--- config.mk ---
export PLATFORM = sky130hd
export DESIGN_NAME = debug_trace_unit
export DESIGN_NICKNAME = d
export VERILOG_FILES = /design/src/rtl/debug_pkg.sv /design/src/rtl/debug_trace_buffer.sv /design/src/rtl/debug_trace_unit.sv
export SDC_FILE = /design/constraint.sdc
export NUM_CORES = 1
export LEC_CHECK = 0
export ABC_AREA = 1
export BUFFER_PORTS_ARGS = -buffer_cell sky130_fd_sc_hd__buf_2
export CAP_MARGIN = 20
export CORE_MARGIN = 5
export CORE_UTILIZATION = 33
export DETAILED_ROUTE_END_ITERATION = 6
export MAX_ROUTING_LAYER = met4
export PLACE_DENSITY = 0.5
export SETUP_SLACK_MARGIN = 0.4
export SLEW_MARGIN = 10
export SYNTH_ARGS = -nofsm -noshare
export SYNTH_HDL_FRONTEND = slang
export SYNTH_SLANG_ARGS = --single-unit
--- constraint.sdc ---
create_clock -name clk8 -period 8.3 [get_ports clk8]
set_clock_uncertainty 0.15 [all_clocks]
set_input_delay 1.245 -clock clk8 [delete_from_list [all_inputs] [get_ports clk8]]
set_output_delay 1.245 -clock clk8 [all_outputs]
set_load 0.02 [all_outputs]
--- src/rtl/debug_pkg.sv ---
`default_nettype none
// +-----------------------------------------------------------------------+
// | debug_pkg                                                             |
// | Shared state encoding and index-width helpers for debug_trace_unit.   |
// | Revision: 1.0                                                         |
// +-----------------------------------------------------------------------+
package debug_pkg;

  typedef enum logic [1:0] {
    ST_RUN     = 2'd0,
    ST_HALT    = 2'd1,
    ST_STEP    = 2'd2,
    ST_RELEASE = 2'd3
  } dbg_state_e;

  // An index port is never narrower than one bit, even for a single entry.
  function automatic int idx_w(input int n);
    return (n > 1) ? $clog2(n) : 1;
  endfunction

  localparam int BP_IDX_W    = idx_w(4);
  localparam int TRACE_IDX_W = idx_w(8);

endpackage
`default_nettype wire

--- src/rtl/debug_trace_buffer.sv ---
`default_nettype none
// +-----------------------------------------------------------------------+
// | debug_trace_buffer                                                    |
// | History of distinct bus addresses with saturating count and read port.|
// | Revision: 1.0                                                         |
// +-----------------------------------------------------------------------+
module debug_trace_buffer
  import debug_pkg::*;
#(
  parameter int ADDR_W = 24,
  parameter int DEPTH  = 8,
  localparam int IDX_W = idx_w(DEPTH)
) (
  input  logic              clk8,
  input  logic              reset,
  input  logic              sample_i,
  input  logic [ADDR_W-1:0] addr_i,
  input  logic [IDX_W-1:0]  rd_idx_i,
  output logic [ADDR_W-1:0] rd_addr_o,
  output logic [IDX_W:0]    count_o
);

  localparam logic [IDX_W:0] C_FULL = (IDX_W + 1)'(DEPTH);

  logic [ADDR_W-1:0] curr_q;
  logic [ADDR_W-1:0] hist_q [DEPTH];
  logic [IDX_W:0]    count_q;
  logic              w_push;

  // Only a change of address is history; the departing address is recorded.
  assign w_push = sample_i && (addr_i != curr_q);

  always_ff @(posedge clk8) begin
    if (reset) begin
      curr_q  <= '0;
      count_q <= '0;
      for (int i = 0; i < DEPTH; i++) hist_q[i] <= '0;
    end else if (w_push) begin
      curr_q    <= addr_i;
      hist_q[0] <= curr_q;
      for (int i = 1; i < DEPTH; i++) hist_q[i] <= hist_q[i-1];
      if (count_q != C_FULL) count_q <= count_q + 1'b1;
    end
  end

  assign rd_addr_o = hist_q[rd_idx_i];
  assign count_o   = count_q;

endmodule
`default_nettype wire

--- src/rtl/debug_trace_unit.sv ---
`default_nettype none
// +-----------------------------------------------------------------------+
// | debug_trace_unit                                                      |
// | Masked breakpoints, address trace and DTACK halt/step control.        |
// | Revision: 1.0                                                         |
// +-----------------------------------------------------------------------+
module debug_trace_unit
  import debug_pkg::*;
#(
  parameter int          ADDR_W      = 24,
  parameter int          NUM_BP      = 4,
  parameter int          TRACE_DEPTH = 8,
  parameter logic [15:0] DEBOUNCE    = 16'd50000,
  localparam int BP_W = idx_w(NUM_BP),
  localparam int TR_W = idx_w(TRACE_DEPTH)
) (
  input  logic              clk8,
  input  logic              reset,
  input  logic              halt_en,
  input  logic              _stepKey,
  input  logic              bp_we,
  input  logic [BP_W-1:0]   bp_sel,
  input  logic [ADDR_W-1:0] bp_addr,
  input  logic [ADDR_W-1:0] bp_mask,
  input  logic              bp_en,
  input  logic              videoBusControl,
  input  logic [ADDR_W-1:0] cpuAddr,
  input  logic              _dtackIn,
  output logic              _dtackOut,
  output logic              halted,
  output logic              bp_hit,
  output logic [BP_W-1:0]   bp_hit_idx,
  input  logic [TR_W-1:0]   trace_rd_idx,
  output logic [ADDR_W-1:0] trace_rd_addr,
  output logic [TR_W:0]     trace_count
);

  logic [ADDR_W-1:0] bp_addr_q [NUM_BP];
  logic [ADDR_W-1:0] bp_mask_q [NUM_BP];
  logic [NUM_BP-1:0] bp_en_q;
  logic [NUM_BP-1:0] w_match;
  logic              w_match_any;
  logic [BP_W-1:0]   w_hit_idx;

  always_ff @(posedge clk8) begin
    if (reset) begin
      bp_en_q <= '0;
      for (int i = 0; i < NUM_BP; i++) begin
        bp_addr_q[i] <= '0;
        bp_mask_q[i] <= '0;
      end
    end else if (bp_we) begin
      bp_addr_q[bp_sel] <= bp_addr;
      bp_mask_q[bp_sel] <= bp_mask;
      bp_en_q[bp_sel]   <= bp_en;
    end
  end

  for (genvar gi = 0; gi < NUM_BP; gi++) begin : g_match
    assign w_match[gi] = bp_en_q[gi] && !videoBusControl &&
                         (((cpuAddr ^ bp_addr_q[gi]) & ~bp_mask_q[gi]) == '0);
  end

  assign w_match_any = |w_match;

  // Scan downwards so the lowest matching slot is the one that sticks.
  always_comb begin
    w_hit_idx = '0;
    for (int i = NUM_BP - 1; i >= 0; i--) begin
      if (w_match[i]) w_hit_idx = BP_W'(i);
    end
  end

  debug_trace_buffer #(
    .ADDR_W (ADDR_W),
    .DEPTH  (TRACE_DEPTH)
  ) u_trace (
    .clk8      (clk8),
    .reset     (reset),
    .sample_i  (!videoBusControl),
    .addr_i    (cpuAddr),
    .rd_idx_i  (trace_rd_idx),
    .rd_addr_o (trace_rd_addr),
    .count_o   (trace_count)
  );

  logic        key_db_q;
  logic        key_db_d;
  logic [15:0] db_cnt_q;
  logic [15:0] db_cnt_d;
  logic        armed_q;
  logic        w_press;

  always_comb begin
    key_db_d = key_db_q;
    db_cnt_d = '0;
    if (_stepKey != key_db_q) begin
      if (db_cnt_q >= DEBOUNCE - 16'd1) key_db_d = _stepKey;
      else                              db_cnt_d = db_cnt_q + 16'd1;
    end
  end

  // A key held through reset must be seen released before it can step.
  always_ff @(posedge clk8) begin
    if (reset) begin
      key_db_q <= 1'b1;
      db_cnt_q <= '0;
      armed_q  <= 1'b0;
    end else begin
      key_db_q <= key_db_d;
      db_cnt_q <= db_cnt_d;
      if (key_db_q && _stepKey) armed_q <= 1'b1;
    end
  end

  assign w_press = armed_q && key_db_q && !key_db_d;

  dbg_state_e      state_q;
  logic            halted_q;
  logic            bp_hit_q;
  logic [BP_W-1:0] bp_hit_idx_q;

  always_ff @(posedge clk8) begin
    if (reset) begin
      state_q      <= ST_RUN;
      halted_q     <= 1'b0;
      bp_hit_q     <= 1'b0;
      bp_hit_idx_q <= '0;
    end else begin
      case (state_q)
        ST_RUN: begin
          if (w_match_any || halt_en) begin
            state_q      <= ST_HALT;
            halted_q     <= 1'b1;
            bp_hit_q     <= w_match_any;
            bp_hit_idx_q <= w_hit_idx;
          end
        end
        ST_HALT: begin
          if (w_press) begin
            state_q <= ST_STEP;
          end else if (!halt_en && !w_match_any) begin
            state_q  <= ST_RUN;
            halted_q <= 1'b0;
            bp_hit_q <= 1'b0;
          end
        end
        ST_STEP: begin
          if (!_dtackIn) state_q <= ST_RELEASE;
        end
        ST_RELEASE: begin
          if (key_db_d) begin
            if (halt_en || w_match_any) begin
              state_q      <= ST_HALT;
              bp_hit_q     <= w_match_any;
              bp_hit_idx_q <= w_hit_idx;
            end else begin
              state_q  <= ST_RUN;
              halted_q <= 1'b0;
              bp_hit_q <= 1'b0;
            end
          end
        end
        default: begin
          state_q  <= ST_RUN;
          halted_q <= 1'b0;
        end
      endcase
    end
  end

  assign _dtackOut  = (state_q == ST_HALT || state_q == ST_RELEASE) ? 1'b1 : _dtackIn;
  assign halted     = halted_q;
  assign bp_hit     = bp_hit_q;
  assign bp_hit_idx = bp_hit_idx_q;

endmodule
`default_nettype wire
==> results of run 1 <==
## flip-flops by register name, summed over array words and instances (netlist names), named ones only
name	count
armed_q	1
key_db_q	1
bp_en_q	4
u_trace.count_o	4
u_trace.hist_q	192
db_cnt_q	16
bp_addr_q	96
bp_mask_q	96
u_trace.curr_q	24
halted	1
bp_hit	1
state_q	1
bp_hit_idx	2
## logic make-up (layout without fill, tap and decap cells)
family | count (synthesis) | in the layout | share of synthesized area
compound gates | 303 | 303 | 0.0824
xor+xnor | 26 | 26 | 0.0112
fa+ha+maj | 10 | 10 | 0.00615
buf+inv | 481 | 607 | 0.0960
flops | 440 | 440 | 0.622
other cells | 0 | 7 | 0
simple gates | 906 | 906 | 0.183
## worst max-delay path, stage by stage
cell	delay (ns)
sky130_fd_sc_hd__buf_4	0.27
sky130_fd_sc_hd__buf_4	0.71
sky130_fd_sc_hd__o21ai_0	0.23
sky130_fd_sc_hd__a221oi_1	0.38
sky130_fd_sc_hd__a31oi_1	0.11
sky130_fd_sc_hd__buf_2	0.21
## metal layers
layer / GRT usage / routed length [um]
met1: 0.196 / 22700
met2: 0.236 / 22300
met3: 0.0288 / 2330
met4: 0.0413 / 1160
met5: - / 0
## area by class of cell
| cell class | instances | share of cell area |
|---|---|---|
| flip-flops and latches | 440 | 0.544 |
| repair buffers | 134 | 0.0327 |
| clock buffers | 70 | 0.0639 |
| multi-input cells | 1245 | 0.248 |
| clock inverters | 24 | 0.00683 |
| inverters | 379 | 0.0611 |
| well taps | 790 | 0.0425 |
| diodes | 7 | 0.000753 |
## power breakdown
part	switching (mW)	total [mW]	internal (mW)
logic	0.383	0.554	0.171
clock network	0.891	2.20	1.31
registers	0.0603	2.63	2.57
total	1.33	5.38	4.05
## final timing paths
check                     startpoint                    to  cells after the start
setup / recovery     trace_rd_idx[0]     trace_rd_addr[23]                      6
hold / removal           db_cnt_q[0]           db_cnt_q[0]                      1
setup reg to reg  u_trace.curr_q[19]  u_trace.hist_q[0][4]                     10
hold reg to reg          db_cnt_q[0]           db_cnt_q[0]                      1
## layout by cell type (no fill, tap or decap), drive strengths merged, types with 25 or more instances in the layout
cell / Yosys / final
edfxtp: 384 / 384
o21ai: 97 / 97
nand2: 360 / 360
clkbuf: 59 / 70
a21oi: 133 / 133
dfxtp: 56 / 56
buf: 43 / 134
a31oi: 25 / 25
nor2: 437 / 437
inv: 378 / 378
nand3: 45 / 45
## per-stage QoR
stage | power (mW) | hold slack, ns | area (sq um) | setup WS (ns)
3_3_place_gp | 3.22 | 0.279 | 21600 | 3.50
2_1_floorplan | 3.06 | 0.268 | 20400 | 3.41
3_5_place_dp | 3.24 | 0.293 | 21600 | 3.47
6_report | 5.38 | 0.301 | 23300 | 3.63
5_1_grt | 5.63 | 0.334 | 23300 | 3.45
4_1_cts | 5.46 | 0.305 | 23200 | 3.59
==> impl_metrics.csv, run 1 <==
group,metric,value,unit
setup_path,start_kind,"input pin",
hold_path,timing.hold.worst.class,"flip-flop to flip-flop",
drt,detailedRoute.firstPassIterationCount,5,
clock_network,worst_skew_pair_later_pin_latency,0.58,ns
floorplan,die_x,258,um
clock_network,tritoncts,"built",
timing,timing.final.setup_violations,0,
global_routing,grt_pass1_vias,13800,
final_layout,finalNetCount,2346,
synthesis,synth_seq_area_share,0.622,
clock_network,number_of_clock_sinks,440,
floorplan,die-height,258,um
placement,io_buffers,117,
setup_path,critical_path.endpoint_type,"output pin",
clock_network,cts.repair.resized,0,
synthesis,net_count_synth,2261,
timing,timing_hold_violations_final,0,
synthesis,ys_top_cells_by_area,"sky130_fd_sc_hd__edfxtp_1, sky130_fd_sc_hd__nor2_1, sky130_fd_sc_hd__inv_1",
power_and_ir_drop,power_density,231,mW/mm^2
setup_path,worst_path_required,6.90,ns
synthesis,synth-edff-count,384,
final_layout,final_util,0.379,
floorplan,start_util,0.332,
global_routing,initial_antenna_violation_count,7,
placement,gp_congestion,0.826,
clock_network,postCtsSetupRepairBufs,0,
final_layout,post_layout_nonfiller_instances,3089,
timing,fin_tns_setup,0,ns
drt,avgRoutedWirePerCell,15.7,um
clock_network,holdBufCountCts,0,
floorplan,rows,91,
drt,detail-route-antenna-nets,0,
synthesis,yosys.area.top_type_share,0.567,
final_layout,fillers,6162,
placement,hpwl,31900,um
clock_network,clock_tree.root_cell,"sky130_fd_sc_hd__clkbuf_16",
setup_path,timing.critical_path.fanout_max,93,
timing,rsz0062_at_grt,"false",
drt,route.vias.total,14000,
global_routing,grt_use_total,0.148,
clock_network,h_tree_lvls,2,
timing,final_period_minus_worst_setup_slack,4.67,ns
synthesis,async_flop_share,0,
drt,drt-vias-per-instance,4.54,
timing,max_slew_violation_count,0,
floorplan,core,0.0614,sq mm
timing,timing.final.crit_share,0.563,
final_layout,multiInputGateArea,0.00578,sq mm
synthesis,synth.lib_cells_used.distinct,41,
clock_network,numCtsBuffers,51,
drt,route.final.wire_length,48600,um
synthesis,avgSynthCellArea,9.40,sq um
clock_network,clock_tree.buffer_depth,3,
timing,max_freq,214,MHz
synthesis,postSynth.topFlopCell,"sky130_fd_sc_hd__edfxtp_1",
status,outcome,"finished clean",
timing,worst-slew-pin-transition,0.977,ns
synthesis,commonest_cells_in_the_synthesized_netlist,"sky130_fd_sc_hd__nor2_1, sky130_fd_sc_hd__edfxtp_1, sky130_fd_sc_hd__inv_1",
placement,placed_cells,2987,
synthesis,synthMostInstantiatedCell,"sky130_fd_sc_hd__nor2_1",
setup_path,crit_path_class,"input pin to output pin",
synthesis,synthesis_stage_register_bit_count,440,
drt,detail_route.drc_violations,0,
final_layout,area.sequential,0.0127,sq mm
synthesis,synthesis.instances,2166,
synthesis,netlist_area,0.0204,sq mm
power_and_ir_drop,max-vdd-ir-drop,0.133,mV
final_layout,post_route_cells_drive_above_1_share,0.113,
final_layout,syn2layout_area_growth,14.3,%
floorplan,area_of_the_die,0.0667,sq mm
setup_path,crit_arrival,3.28,ns
setup_path,setup.reg_to_reg.worst_slack,4.75,ns
global_routing,grt_remaining_overflow,0,
timing,max_slew_margin,0.348,
flow_run,max_cap_viol_count,0,
synthesis,yosysWarningCount,0,
global_routing,maximum_number_of_pins_on_one_net_before_global_route_repair,133,
synthesis,synth_top_area_cell,"sky130_fd_sc_hd__edfxtp_1",
clock_network,path_clk_slew,0.06,ns
drt,drt_first_iter_violations,1022,
power_and_ir_drop,leak_pwr,9.66,nW
global_routing,grt_pass1_wl,76600,um
floorplan,io_pins,118,
Note: power is estimated with default switching activity, not from simulation.
==> inputs of run 2 (changes only) <==
ABC_AREA = 0   (was 1)
PLACE_DENSITY = 0.51   (was 0.5)
clock period = 4.3 ns   (was 8.3 ns; I/O delays follow)
==> run 2 against run 1 <==
Wire length increased by 2.7%. Combinational power increased by 88%. Area after synthesis decreased by 3.5%. Sequential cell count unchanged. Global-route usage increased by 0.78 points. Sequential share of layout area increased by 1.7 points. Hold slack got worse by 0.086 ns. Synthesized cell count decreased by 31%. Critical path type is now flip-flop to flip-flop. Largest power group unchanged. Highest routed layer unchanged.
==> impl_metrics.csv, run 2 <==
group,metric,value,unit
timing,timing.final.setup_violations,0,
global_routing,initial_antenna_violation_count,2,
timing,fin_tns_setup,0,ns
synthesis,net_count_synth,1597,
drt,detail_route.drc_violations,0,
clock_network,tritoncts,"built",
final_layout,largest_register_ffs,192,
setup_path,cp.buffers_inverters,0,
setup_path,worstPathCellList,"xnor2_1 > o22ai_1 > nor4_1 > nand4_1 > nand2_1 > nor3_1 > or4b_1 > a31oi_1",
status,outcome,"finished clean",
timing,max_freq,315,MHz
floorplan,io_pins,118,
synthesis,synthesis_stage_register_bit_count,440,
drt,route.vias.total,11900,
synthesis,yosys.area.top_type_share,0.587,
hold_path,timing.hold.worst.class,"input pin to flip-flop",
setup_path,cpPeakStageDelay,0.77,ns
floorplan,start_util,0.333,
synthesis,netlist_area,0.0196,sq mm
floorplan,die-height,254,um
power_and_ir_drop,internal_power,7.64,mW
clock_network,number_of_clock_sinks,440,
synthesis,synth_top_family_by_area,"simple AND/OR/NAND/NOR gates",
floorplan,area_of_the_die,0.0645,sq mm
synthesis,ys_top_cells_by_area,"sky130_fd_sc_hd__edfxtp_1, sky130_fd_sc_hd__dfxtp_1, sky130_fd_sc_hd__mux4_2",
timing,max_slew_violation_count,0,
clock_network,holdBufCountCts,0,
setup_path,critical_path.endpoint_type,"flip-flop",
setup_path,worst_path_dominant_cell_family,"simple AND/OR/NAND/NOR gates",
synthesis,postSynth.topFlopCell,"sky130_fd_sc_hd__edfxtp_1",
power_and_ir_drop,leak_pwr,8.93,nW
setup_path,r2r.worst_path.cells,8,
clock_network,h_tree_lvls,2,
timing,timing_hold_violations_final,0,
final_layout,syn2layout_area_growth,14.9,%
final_layout,layout_common_cells,"sky130_fd_sc_hd__edfxtp_1, sky130_fd_sc_hd__nor2_1, sky130_fd_sc_hd__and3_1, sky130_fd_sc_hd__xnor2_1, sky130_fd_sc_hd__buf_2",
power_and_ir_drop,sequentialPowerShare,0.506,
global_routing,grt_use_total,0.156,
clock_network,numCtsBuffers,48,
synthesis,post_synth_fa_ha_maj_area_fraction,0.00637,
synthesis,compound_gate_fraction_of_synth_area,0.0308,
final_layout,final_area,0.0226,sq mm
setup_path,r2r-start,"bp_addr_q[3][1]",
synthesis,avgSynthCellArea,13.1,sq um
setup_path,setup.reg_to_reg.worst_slack,1.12,ns
floorplan,core,0.0590,sq mm
clock_network,worst_skew_pair_later_pin_latency,0.58,ns
setup_path,timing.critical_path.fanout_max,7,
synthesis,synth.lib_cells_used.distinct,49,
synthesis,synthesis.instances,1502,
timing,fin_hold_ws,0.215,ns
clock_network,clock_tree.buffer_depth,3,
global_routing,grt_pass1_wl,75200,um
synthesis,synth_top_area_cell,"sky130_fd_sc_hd__edfxtp_1",
clock_network,postCtsSetupRepairBufs,0,
placement,gp_congestion,0.957,
flow_run,max_cap_viol_count,0,
setup_path,crit_path_top_delay_cell,"sky130_fd_sc_hd__nor4_1",
final_layout,top_regs,"u_trace.hist_q x192, bp_addr_q x96, bp_mask_q x96",
placement,hpwl,33200,um
floorplan,die_x,254,um
setup_path,start_kind,"flip-flop",
clock_network,clock_tree.root_cell,"sky130_fd_sc_hd__clkbuf_16",
setup_path,worst_path_required,4.65,ns
synthesis,yosysWarningCount,0,
timing,final_period_minus_worst_setup_slack,3.18,ns
timing,worst-slew-pin-transition,1.02,ns
final_layout,fillers,5690,
global_routing,grt_remaining_overflow,0,
power_and_ir_drop,power_density,446,mW/mm^2
setup_path,crit_arrival,3.53,ns
timing,max_slew_margin,0.319,
placement,io_buffers,117,
synthesis,synth-edff-count,384,
setup_path,crit_path_class,"flip-flop to flip-flop",
drt,avgRoutedWirePerCell,20.8,um
synthesis,synth-xor-area-share,0.0597,
clock_network,path_clk_slew,0.06,ns
setup_path,worstSetupEndpoint,"state_q[0]",
placement,post_dp_cell_area,0.0210,sq mm
power_and_ir_drop,fin_total_pwr,10.1,mW
synthesis,synth-simple-area-share,0.142,
setup_path,critPathLaunch,"bp_addr_q[3][1]",
timing,timing.final.crit_share,0.739,
drt,drt_first_iter_violations,1055,
global_routing,grt_pass1_vias,11900,
hold_path,min_path_cells,3,
power_and_ir_drop,comb_power_share,0.103,
power_and_ir_drop,netSwitchingFraction,0.242,
floorplan,rows,89,
final_layout,area.sequential,0.0127,sq mm
synthesis,synth_seq_area_share,0.644,
power_and_ir_drop,power.clock.fraction,0.391,
synthesis,commonest_cells_in_the_synthesized_netlist,"sky130_fd_sc_hd__edfxtp_1, sky130_fd_sc_hd__nor2_1, sky130_fd_sc_hd__and3_1",
final_layout,finalNetCount,1684,
final_layout,most_common_library_cell_in_the_layout_ignoring_fill_and_taps,"sky130_fd_sc_hd__edfxtp_1",
timing,rsz0062_at_grt,"false",
synthesis,synthMuxAreaShare,0.0841,
synthesis,synthMostInstantiatedCell,"sky130_fd_sc_hd__edfxtp_1",
setup_path,reg2reg_to,"state_q[0]",
drt,detail-route-antenna-nets,0,
final_layout,multiInputGateArea,0.00639,sq mm
drt,route.final.wire_length,49900,um
power_and_ir_drop,max-vdd-ir-drop,0.300,mV
synthesis,async_flop_share,0,
drt,drt-vias-per-instance,4.95,
final_layout,registers.top_by_ff_count,"u_trace.hist_q",
final_layout,post_route_cells_drive_above_1_share,0.177,
global_routing,maximum_number_of_pins_on_one_net_before_global_route_repair,155,
clock_network,cts.repair.resized,0,
setup_path,worst-path-stages,8,
power_and_ir_drop,total_switching_power,2.43,mW
drt,detailedRoute.firstPassIterationCount,5,
run 2: cell types whose count changed after synthesis, moves of 48 or more:
cell and change:
sky130_fd_sc_hd__mux4_2 +48, sky130_fd_sc_hd__xnor2_1 +100, sky130_fd_sc_hd__nand2_1 -280, sky130_fd_sc_hd__nor2b_1 +53, sky130_fd_sc_hd__and3_1 +147, sky130_fd_sc_hd__a21oi_1 -125
sky130_fd_sc_hd__inv_1 -303, sky130_fd_sc_hd__nor2_1 -207, sky130_fd_sc_hd__o21ai_0 -87
run 2: layout make-up:
| class | instances | share of cell area |
|---|---|---|
| well taps | 773 | 0.0428 |
| repair buffers | 139 | 0.0379 |
| flip-flops and latches | 440 | 0.560 |
| inverters | 58 | 0.00976 |
| clock inverters | 24 | 0.00854 |
| clock buffers | 63 | 0.0571 |
| diodes | 1 | 0.000111 |
| multi-input cells | 902 | 0.283 |
run 2: worst register-to-register path, stage by stage, from the launching register on:
cell	delay [ns]
sky130_fd_sc_hd__edfxtp_1	0.38
sky130_fd_sc_hd__xnor2_1	0.16
sky130_fd_sc_hd__o22ai_1	0.13
sky130_fd_sc_hd__nor4_1	0.77
sky130_fd_sc_hd__nand4_1	0.39
sky130_fd_sc_hd__nand2_1	0.31
sky130_fd_sc_hd__nor3_1	0.15
sky130_fd_sc_hd__or4b_1	0.53
sky130_fd_sc_hd__a31oi_1	0.16
run 2: worst min path at each step:
stage                   from             to
2_1_floorplan    db_cnt_q[0]    db_cnt_q[0]
3_3_place_gp     db_cnt_q[0]    db_cnt_q[0]
3_5_place_dp   bp_hit_idx[0]  bp_hit_idx[0]
4_1_cts                bp_en     bp_en_q[1]
5_1_grt                bp_en     bp_en_q[0]
6_report               bp_en     bp_en_q[1]
run 2: per-layer routing:
| layer | part of all wire | vias to the layer above | track usage | routed length (um) |
|---|---|---|---|---|
| met2 | 0.48 | 315 | 0.247 | 23900 |
| met5 | 0 | - | - | 0 |
| met4 | 0.025 | 0 | 0.0445 | 1240 |
| met3 | 0.046 | 75 | 0.0213 | 2320 |
| met1 | 0.45 | 5888 | 0.212 | 22400 |
| li1 | - | 5590 | - | - |
run 2: cells by family (layout without fill, tap and decap cells):
| family | Yosys count | after routing |
|---|---|---|
| AOI/OAI and AO/OA | 91 | 91 |
| xor gates and xnor gates | 134 | 134 |
| adders and majority gates | 10 | 10 |
| buffers and inverters | 160 | 284 |
| DFF | 440 | 440 |
| muxes | 102 | 102 |
| other | 0 | 1 |
| and+or+nand+nor | 565 | 565 |
run 2: power by group through the flow:
stage | Sequential (mW) | Combinational (mW) | Clock (mW)
floorplan | 5.14 | 0.699 | 0
detailed placement | 5.18 | 1.05 | 0
CTS | 5.10 | 1.06 | 4.05
global route | 5.12 | 1.13 | 4.21
finish | 5.10 | 1.04 | 3.94
global placement | 5.17 | 1.04 | 0
run 2: stage by stage:
stage | std cells | worst slack, ns | util
final | 2400 | 1.12 | 0.382
after detailed placement | 2310 | 0.538 | 0.357
after CTS | 2397 | 1.04 | 0.382
after global placement | 2309 | 0.545 | 0.356
after floorplan | 1502 | 0.438 | -
after global routing | 2400 | 0.911 | 0.382
